## config.mk

```make
export PLATFORM = sky130hd
export DESIGN_NAME = serializer_stream_flat
export DESIGN_NICKNAME = d
export VERILOG_FILES = /design/src/rtl/serializer_stream_if.sv /design/src/rtl/serializer_stream.sv /design/src/flat_wrapper.sv
export SDC_FILE = /design/constraint.sdc
export NUM_CORES = 1
export LEC_CHECK = 0
export CORE_MARGIN = 4
export CORE_UTILIZATION = 44
export CTS_CLUSTER_DIAMETER = 40
export DETAILED_ROUTE_END_ITERATION = 12
export PLACE_DENSITY_LB_ADDON = 0.12
export SKIP_LAST_GASP = 1
export SLEW_MARGIN = 20
export SYNTH_ARGS = -nofsm -noshare
export SYNTH_HDL_FRONTEND = slang
export SYNTH_SLANG_ARGS = --single-unit
```

## constraint.sdc

```tcl
create_clock -name clk_i -period 1.8 [get_ports clk_i]
set_clock_uncertainty 0.15 [all_clocks]
set_input_delay 0.36 -clock clk_i [delete_from_list [all_inputs] [get_ports clk_i]]
set_output_delay 0.36 -clock clk_i [all_outputs]
set_load 0.02 [all_outputs]
```

## src/rtl/serializer_stream_if.sv

```systemverilog
// serializer_stream_if
//   Bundles the parallel-word input and the serial output of serializer_stream.
//   data / data_mod / data_val : parallel word, bit count (0 = DATA_W), strobe
//   ser_data / ser_data_val    : serial bit and its qualifier
//   busy                       : high while new words are not accepted
//   master: the parallel source / serial sink side; slave: the serializer.
interface serializer_stream_if #(
    parameter int DATA_W = 16
);
    localparam int MOD_W = $clog2(DATA_W);

    logic [DATA_W-1:0] data;
    logic [MOD_W-1:0]  data_mod;
    logic              data_val;
    logic              ser_data;
    logic              ser_data_val;
    logic              busy;

    modport master (
        output data, data_mod, data_val,
        input  ser_data, ser_data_val, busy
    );

    modport slave (
        input  data, data_mod, data_val,
        output ser_data, ser_data_val, busy
    );
endinterface

```

## src/rtl/serializer_stream.sv

```systemverilog
// serializer_stream
//   Gapless parallel-to-serial converter. A word accepted on data_val && !busy
//   is emitted one bit per clock, MSB- or LSB-first, for L = data_mod (0 = DATA_W)
//   cycles. Words shorter than MIN_LEN are dropped. A word strobed during the
//   last bit cycle follows with no idle cycle.
//   Ports:
//     clk_i    : clock, rising edge
//     srst_n_i : synchronous reset, active low
//     bus      : serializer_stream_if.slave (data/data_mod/data_val in,
//                ser_data/ser_data_val/busy out, all outputs registered)
//   Optional build macro SERIALIZER_STREAM_PARITY_EN: appends one even-parity
//   bit after the data bits and holds busy through the last data bit.
module serializer_stream #(
    parameter int DATA_W    = 16,
    parameter int MSB_FIRST = 1,
    parameter int MIN_LEN   = 3
) (
    input  logic                clk_i,
    input  logic                srst_n_i,
    serializer_stream_if.slave  bus
);
    localparam int MOD_W = $clog2(DATA_W);
    localparam int CNT_W = MOD_W + 1;
    localparam logic [CNT_W-1:0] DATA_L = CNT_W'(DATA_W);
    localparam logic [CNT_W-1:0] MIN_L  = CNT_W'(MIN_LEN);
    localparam logic [CNT_W-1:0] ONE    = CNT_W'(1);
    localparam logic [CNT_W-1:0] TWO    = CNT_W'(2);

`ifdef SERIALIZER_STREAM_PARITY_EN
    typedef enum logic [1:0] {IDLE, SHIFT, PARITY} state_t;
`else
    typedef enum logic [0:0] {IDLE, SHIFT} state_t;
`endif

    state_t            state, state_n;
    logic [DATA_W-1:0] sreg, sreg_n;   // bits not yet emitted, next bit at the head
    logic [CNT_W-1:0]  cnt, cnt_n;     // bits left including the one on the output
    logic              ser_q, ser_n;
    logic              val_q, val_n;
    logic              busy_q, busy_n;
`ifdef SERIALIZER_STREAM_PARITY_EN
    logic              par, par_n;     // XOR of bits emitted so far
`endif

    logic [CNT_W-1:0]  len;
    logic              load;
    logic              head_in, head_sr;
    logic [DATA_W-1:0] rest_in, rest_sr;

    always_comb begin
        len     = (bus.data_mod == '0) ? DATA_L : {1'b0, bus.data_mod};
        // busy_q is low in the last bit cycle, which is what makes chaining gapless
        load    = bus.data_val && !busy_q && (len >= MIN_L);
        head_in = (MSB_FIRST != 0) ? bus.data[DATA_W-1] : bus.data[0];
        rest_in = (MSB_FIRST != 0) ? (bus.data << 1) : (bus.data >> 1);
        head_sr = (MSB_FIRST != 0) ? sreg[DATA_W-1] : sreg[0];
        rest_sr = (MSB_FIRST != 0) ? (sreg << 1) : (sreg >> 1);
    end

    always_comb begin
        state_n = state;
        sreg_n  = sreg;
        cnt_n   = cnt;
        ser_n   = 1'b0;
        val_n   = 1'b0;
        busy_n  = 1'b0;
`ifdef SERIALIZER_STREAM_PARITY_EN
        par_n   = par;
`endif
        if ((state != SHIFT) || (cnt <= ONE)) begin
            // Output slot frees up next cycle: either start a new word or idle.
`ifdef SERIALIZER_STREAM_PARITY_EN
            if (state == SHIFT) begin
                state_n = PARITY;
                ser_n   = par;
                val_n   = 1'b1;
            end else
`endif
            if (load) begin
                state_n = SHIFT;
                sreg_n  = rest_in;
                cnt_n   = len;
                ser_n   = head_in;
                val_n   = 1'b1;
`ifdef SERIALIZER_STREAM_PARITY_EN
                busy_n  = 1'b1;
                par_n   = head_in;
`else
                busy_n  = (len > ONE);
`endif
            end else begin
                state_n = IDLE;
            end
        end else begin
            sreg_n = rest_sr;
            cnt_n  = cnt - ONE;
            ser_n  = head_sr;
            val_n  = 1'b1;
`ifdef SERIALIZER_STREAM_PARITY_EN
            busy_n = 1'b1;
            par_n  = par ^ head_sr;
`else
            busy_n = (cnt > TWO);
`endif
        end
    end

    always_ff @(posedge clk_i) begin
        if (!srst_n_i) begin
            state  <= IDLE;
            sreg   <= '0;
            cnt    <= '0;
            ser_q  <= 1'b0;
            val_q  <= 1'b0;
            busy_q <= 1'b0;
`ifdef SERIALIZER_STREAM_PARITY_EN
            par    <= 1'b0;
`endif
        end else begin
            state  <= state_n;
            sreg   <= sreg_n;
            cnt    <= cnt_n;
            ser_q  <= ser_n;
            val_q  <= val_n;
            busy_q <= busy_n;
`ifdef SERIALIZER_STREAM_PARITY_EN
            par    <= par_n;
`endif
        end
    end

    assign bus.ser_data     = ser_q;
    assign bus.ser_data_val = val_q;
    assign bus.busy         = busy_q;
endmodule

```

## src/flat_wrapper.sv

```systemverilog
// flat-port wrapper written by rule: the top's interface ports become plain ports
module serializer_stream_flat 
#(
    parameter int DATA_W    = 16,
    parameter int MSB_FIRST = 1,
    parameter int MIN_LEN   = 3
)
  (clk_i, srst_n_i, bus_data, bus_data_mod, bus_data_val, bus_ser_data, bus_ser_data_val, bus_busy);
  serializer_stream_if #(.DATA_W(DATA_W)) bus_i ();
  input  logic clk_i;
  input  logic srst_n_i;
  input wire logic [$bits(bus_i.data)-1:0] bus_data;
  input wire logic [$bits(bus_i.data_mod)-1:0] bus_data_mod;
  input wire logic [$bits(bus_i.data_val)-1:0] bus_data_val;
  output wire logic [$bits(bus_i.ser_data)-1:0] bus_ser_data;
  output wire logic [$bits(bus_i.ser_data_val)-1:0] bus_ser_data_val;
  output wire logic [$bits(bus_i.busy)-1:0] bus_busy;
  assign bus_i.data = bus_data;
  assign bus_i.data_mod = bus_data_mod;
  assign bus_i.data_val = bus_data_val;
  assign bus_ser_data = bus_i.ser_data;
  assign bus_ser_data_val = bus_i.ser_data_val;
  assign bus_busy = bus_i.busy;
  serializer_stream #(.DATA_W(DATA_W), .MSB_FIRST(MSB_FIRST), .MIN_LEN(MIN_LEN)) u_core (.clk_i(clk_i), .srst_n_i(srst_n_i), .bus(bus_i));
endmodule
```

---- Yosys cells after proc, flatten, opt, wreduce, memory -nomap -nowiden ----
Cells that the tools add are included.
storage, ports and cells
  register bits after elaboration ......... 24
  input port bits ......................... 23
  output and inout bits ................... 3
  logic and storage cells ................. 29
operators by class
  add/sub/neg operators ................... 1
  $lt $le $gt $ge ......................... 4
  eq/ne operators ......................... 1
  mux-type cells .......................... 11
  bitwise operators ....................... 1
  reductions and logical operators ........ 5
operator list
  cell                                                               count
  2-to-1 mux 16 bit                                                  2
  2-to-1 mux 5 bit                                                   3
  2-to-1 mux 1 bit                                                   6
  greater-or-equal comparator 5 x 2 -> 1 bit, second input constant  1
  > comparator 5 x 1 -> 1 bit, second input constant                 1
  > comparator 5 x 2 -> 1 bit, second input constant                 1
  less-or-equal comparator 5 x 1 -> 1 bit, second input constant     1
  subtractor 5 x 1 -> 5 bit, second input constant                   1
  logical NOT 4 bit                                                  1
  logical AND 1 bit                                                  2
  inequality test 2 x 1 -> 1 bit, second input constant              1
  logical NOT 1 bit                                                  1
  logical OR 1 bit                                                   1
  NOT 1 bit                                                          1

---- Depth between registers and ports, before layout ----
Gate-level depths: netlist of the first run.
  word-level depth ........................ 6
  depth in mapped cells ................... 7
  mapped depth without buffers ............ 6

---- Least setup slack after synthesis of the first run ----
No wires, ideal clock.
  path type ............................... reg2reg
  from .................................... register u_core.cnt[1]
  to ...................................... register u_core.sreg[10]
  library setup time ...................... 126 ps
  arrival ................................. 1427 ps
  path slack .............................. 97 ps
  stages on the path, launching flop included .. 7
  period minus slack after synthesis ...... 1703 ps
  path through ............................ dfxtp_1 inv_1 ha_1 o21ba_2 o41ai_4 buf_2 a31oi_1
between the ends
  cells in the longest elaborated chain, start to end .. 3
ends and longest elaborated chain
  element                                                                               RTL line                  source
  start: declaration                                                                    serializer_stream.sv:37   logic [CNT_W-1:0] cnt, cnt_n;
  start signal: assignment                                                              serializer_stream.sv:122  cnt <= cnt_n;
  less-or-equal comparator 5 x 1 -> 1 bit *                                             serializer_stream.sv:70   if ((state != SHIFT) || (cnt <= ONE)) begin
  logical OR 1 bit *                                                                    serializer_stream.sv:70
  inequality test 2 x 1 -> 1 bit (no line) / 2-to-1 mux 16 bit (equally long branches)  --
  end signal: assignment                                                                serializer_stream.sv:121  sreg <= sreg_n;
  end: declaration                                                                      serializer_stream.sv:36   logic [DATA_W-1:0] sreg, sreg_n;
Every way passes the cells marked *; elsewhere a longest branch is shown, timed or not.
A chain may end at the register's enable or synchronous reset.

---- Worst setup path in the final report of the first run ----
  from .................................... register u_core.cnt[1]
  to ...................................... register u_core.cnt[0]
between the ends
  cells in the longest elaborated chain, start to end .. 3
ends and longest elaborated chain
  element                                                                              RTL line
  less-or-equal comparator 5 x 1 -> 1 bit *                                            serializer_stream.sv:70
  logical OR 1 bit *                                                                   serializer_stream.sv:70
  inequality test 2 x 1 -> 1 bit (no line) / 2-to-1 mux 5 bit (equally long branches)  --
Marks and branches as above.

==> impl_metrics.tcl, run 1 <==
set metrics [dict create \
    grt_pass1_wl_mm 4.82 \
    dieWidth_um 59.0 \
    clk_path_buf_depth 2 \
    initial_core_util 0.463 \
    multi_input_area_um2 658 \
    synth-compound-area-share 0.286 \
    synthSimpleGateAreaFrac 0.180 \
    drt-initial-drc-count 96 \
    final_cell_mix "nand2_1 (33), buf_4 (24), clkdlybuf4s50_1 (22), dfxtp_1 (22), a31oi_1 (16)" \
    p_leak_nw 0.693 \
    yosys-mux-area-fraction 0.00873 \
    slew-limit-headroom 0.771 \
    cts_sinks 24 \
    min_from "u_core.sreg[15]" \
    synth.lib_cells_used.distinct 32 \
    p_per_area_nw_per_um2 823 \
    crit_fanout 7 \
    synth-seq-area-share 0.419 \
    vias 1180 \
    vias_per_cell 5.46 \
    final_nets 213 \
    total_power_mw 1.40 \
    globalplace.congestion 0.845 \
    cp_data_required_time_ps 1860 \
    n_antenna_cell 0 \
    crit_start "u_core.cnt[1]" \
    syn_nets 165 \
    startpoint_type "register" \
    ant_nets 0 \
    synth_xor_area_frac 0.0153 \
    die_height_um 59.0 \
    regArea_um2 483 \
    die_area_um2 3490 \
    path_cells "buf_4 > o21ba_4 > o41a_1 > o21ai_0 > a21oi_1" \
    cts_buffers 3 \
    wirelength_mm 2.87 \
    dp_slack_ps -269 \
    grt_pass1_vias 1113 \
    clk_latency_ps 310 \
    period_share 0.980 \
    status "finished, final reports clean" \
    layout_setup_ws_ps 35.8 \
    post_synth_fa_ha_maj_area_fraction 0.0328 \
    tightest_slew_ps 344 \
    cts_tree "yes" \
    grt_usage 0.176 \
    synth-seq-cells 24 \
    slew_violations 0 \
    final-hold-violation-count 0 \
    core_um2 2480 \
    path_class "reg2reg" \
    fmax_ghz 0.567 \
    htree_levels 1 \
    grt_overflow_total 0 \
    synth_top_family_by_area "compound AO/OA/AOI/OAI gates" \
    setup_viol 0 \
    grt_antenna_before_repair 0 \
    grt_max_degree 20 \
    yosys_warnings 0 \
    ir_worst_vdd_uv 499 \
    drv_cap 0 \
    timing.final.crit_period_ps 1760 \
    drtPass1Iterations 4 \
    post_drt_wl_per_cell_um 13.3 \
    r2r_start "u_core.cnt[1]" \
    avgSynthCellArea_um2 8.25 \
    layout_commonest_cell "nand2_1" \
    row_count 18 \
    rsz0062_at_grt "yes" \
    critPathCaptureType "register" \
    hold_path.class "reg2reg" \
    io_pins 26 \
    syn2layout_area_growth_pct 48.1 \
    final_layout_size_suffix_gt1_frac 0.226 \
    crit_arrival_ps 1830 \
    clkTransAtPathRegs_ps 130 \
    critical-path-top-delay-family "compound AO/OA/AOI/OAI gates" \
    cp_slowest_cell "o41a_1" \
    nFillCells 209 \
    cts_root_buf "clkbuf_4" \
    fin_tns_setup_ps 0 \
    max_stage_delay_ps 500 \
    synth_cells 139 \
    hpwl_mm 2.13 \
    port_buffers 25 \
    critPathBufInv 1 \
    drc_errors 0 \
    synth_area_um2 1150 \
]
==> logic make-up (layout without fill, tap and decap cells) <==
kind of cell             count (synthesis)  count (layout)
multiplexers                             1               1
XOR/XNOR                                 2               2
AO/OA/AOI/OAI                           49              49
AND/OR/NAND/NOR                         48              48
adder cells (fa/ha/maj)                  3               3
buffers and inverters                   12              59
flip-flops                              24              24
==> worst paths after layout <==
check | end | slack [ps] | cells past startpoint
setup / recovery | u_core.cnt[0] | 40 | 5
setup reg to reg | u_core.cnt[0] | 40 | 5
hold reg to reg | u_core.bus.ser_data | 330 | 2
hold / removal | u_core.bus.ser_data | 330 | 2
==> what timing repair did <==
action,in CTS,in global routing
resized for setup,0,19
setup endpoints to repair,0,25
setup buffers,0,6
hold buffers,0,0
==> cell usage after synthesis, drive strengths merged <==
master  number  area (um^2)
nand2       33          124
dfxtp       24          480
o21ai       17         85.1
a31oi       16          100
buf          7         47.5
a21oi        6         30.0
nand3        4         20.0
ha           3         37.5
inv          3         11.3
nand4        3         18.8
clkbuf       2         7.51
nor2         2         7.51
nor3         2         10.0
a221oi       1         8.76
and2         1         6.26
mux2i        1         10.0
nand3b       1         7.51
nor2b        1         6.26
nor4         1         6.26
o211ai       1         7.51
o21a         1         7.51
o21ba        1         10.0
o221ai       1         8.76
o311a        1         10.0
o31a         1         8.76
o31ai        1         12.5
o41a         1         11.3
o41ai        1         27.5
xnor2        1         8.76
xor2         1         8.76
==> cell type report <==
| cell class | count | share of cell area |
|---|---|---|
| tap | 30 | 0.0221 |
| timing repair buffer | 52 | 0.278 |
| inverter | 3 | 0.00663 |
| sequential | 24 | 0.284 |
| clock buffer | 4 | 0.0214 |
| multi-input combinational | 103 | 0.388 |
==> stage by stage <==
step,cell area (um^2),hold slack [ps],std cells,util
floorplan,1150,282,139,-
global placement,1540,300,206,0.620
detailed placement,1540,309,206,0.620
CTS,1570,329,210,0.635
global route,1700,346,216,0.685
finish,1700,331,216,0.685
==> metal layers <==
metal | vias up | track usage | routed length, um | part of all wire
met1 | 545 | 0.236 | 1320 | 0.46
met5 | - | 0 | 0 | 0
met3 | 2 | 0.0240 | 195 | 0.068
li1 | 595 | - | - | -
met2 | 38 | 0.295 | 1340 | 0.47
met4 | 0 | 0.0485 | 15 | 0.0052
==> tightest hold or removal path, stage by stage, from the launching register on <==
cell	delay, ps
dfxtp_1	340
nand2_1	60
a21oi_1	50
==> where the power goes <==
part / internal (mW) / switching [mW]
clock network: 0.123 / 0.162
logic: 0.237 / 0.218
registers: 0.604 / 0.0532
total: 0.965 / 0.433
==> sequential cells by signal, summed over array words and instances, names as in the netlist <==
signal	count
u_core.bus.ser_data	1
u_core.cnt	5
u_core.bus.busy	1
u_core.bus.ser_data_val	1
u_core.state	1
u_core.sreg	15
Power figures use the tool's default switching activity.
==> inputs of run 2 (changes only) <==
Settings changed: SKIP_LAST_GASP 1 to unset.
==> results of run 2 <==
Same layout as run 1: the final DEF is identical, and so are final timing and power.
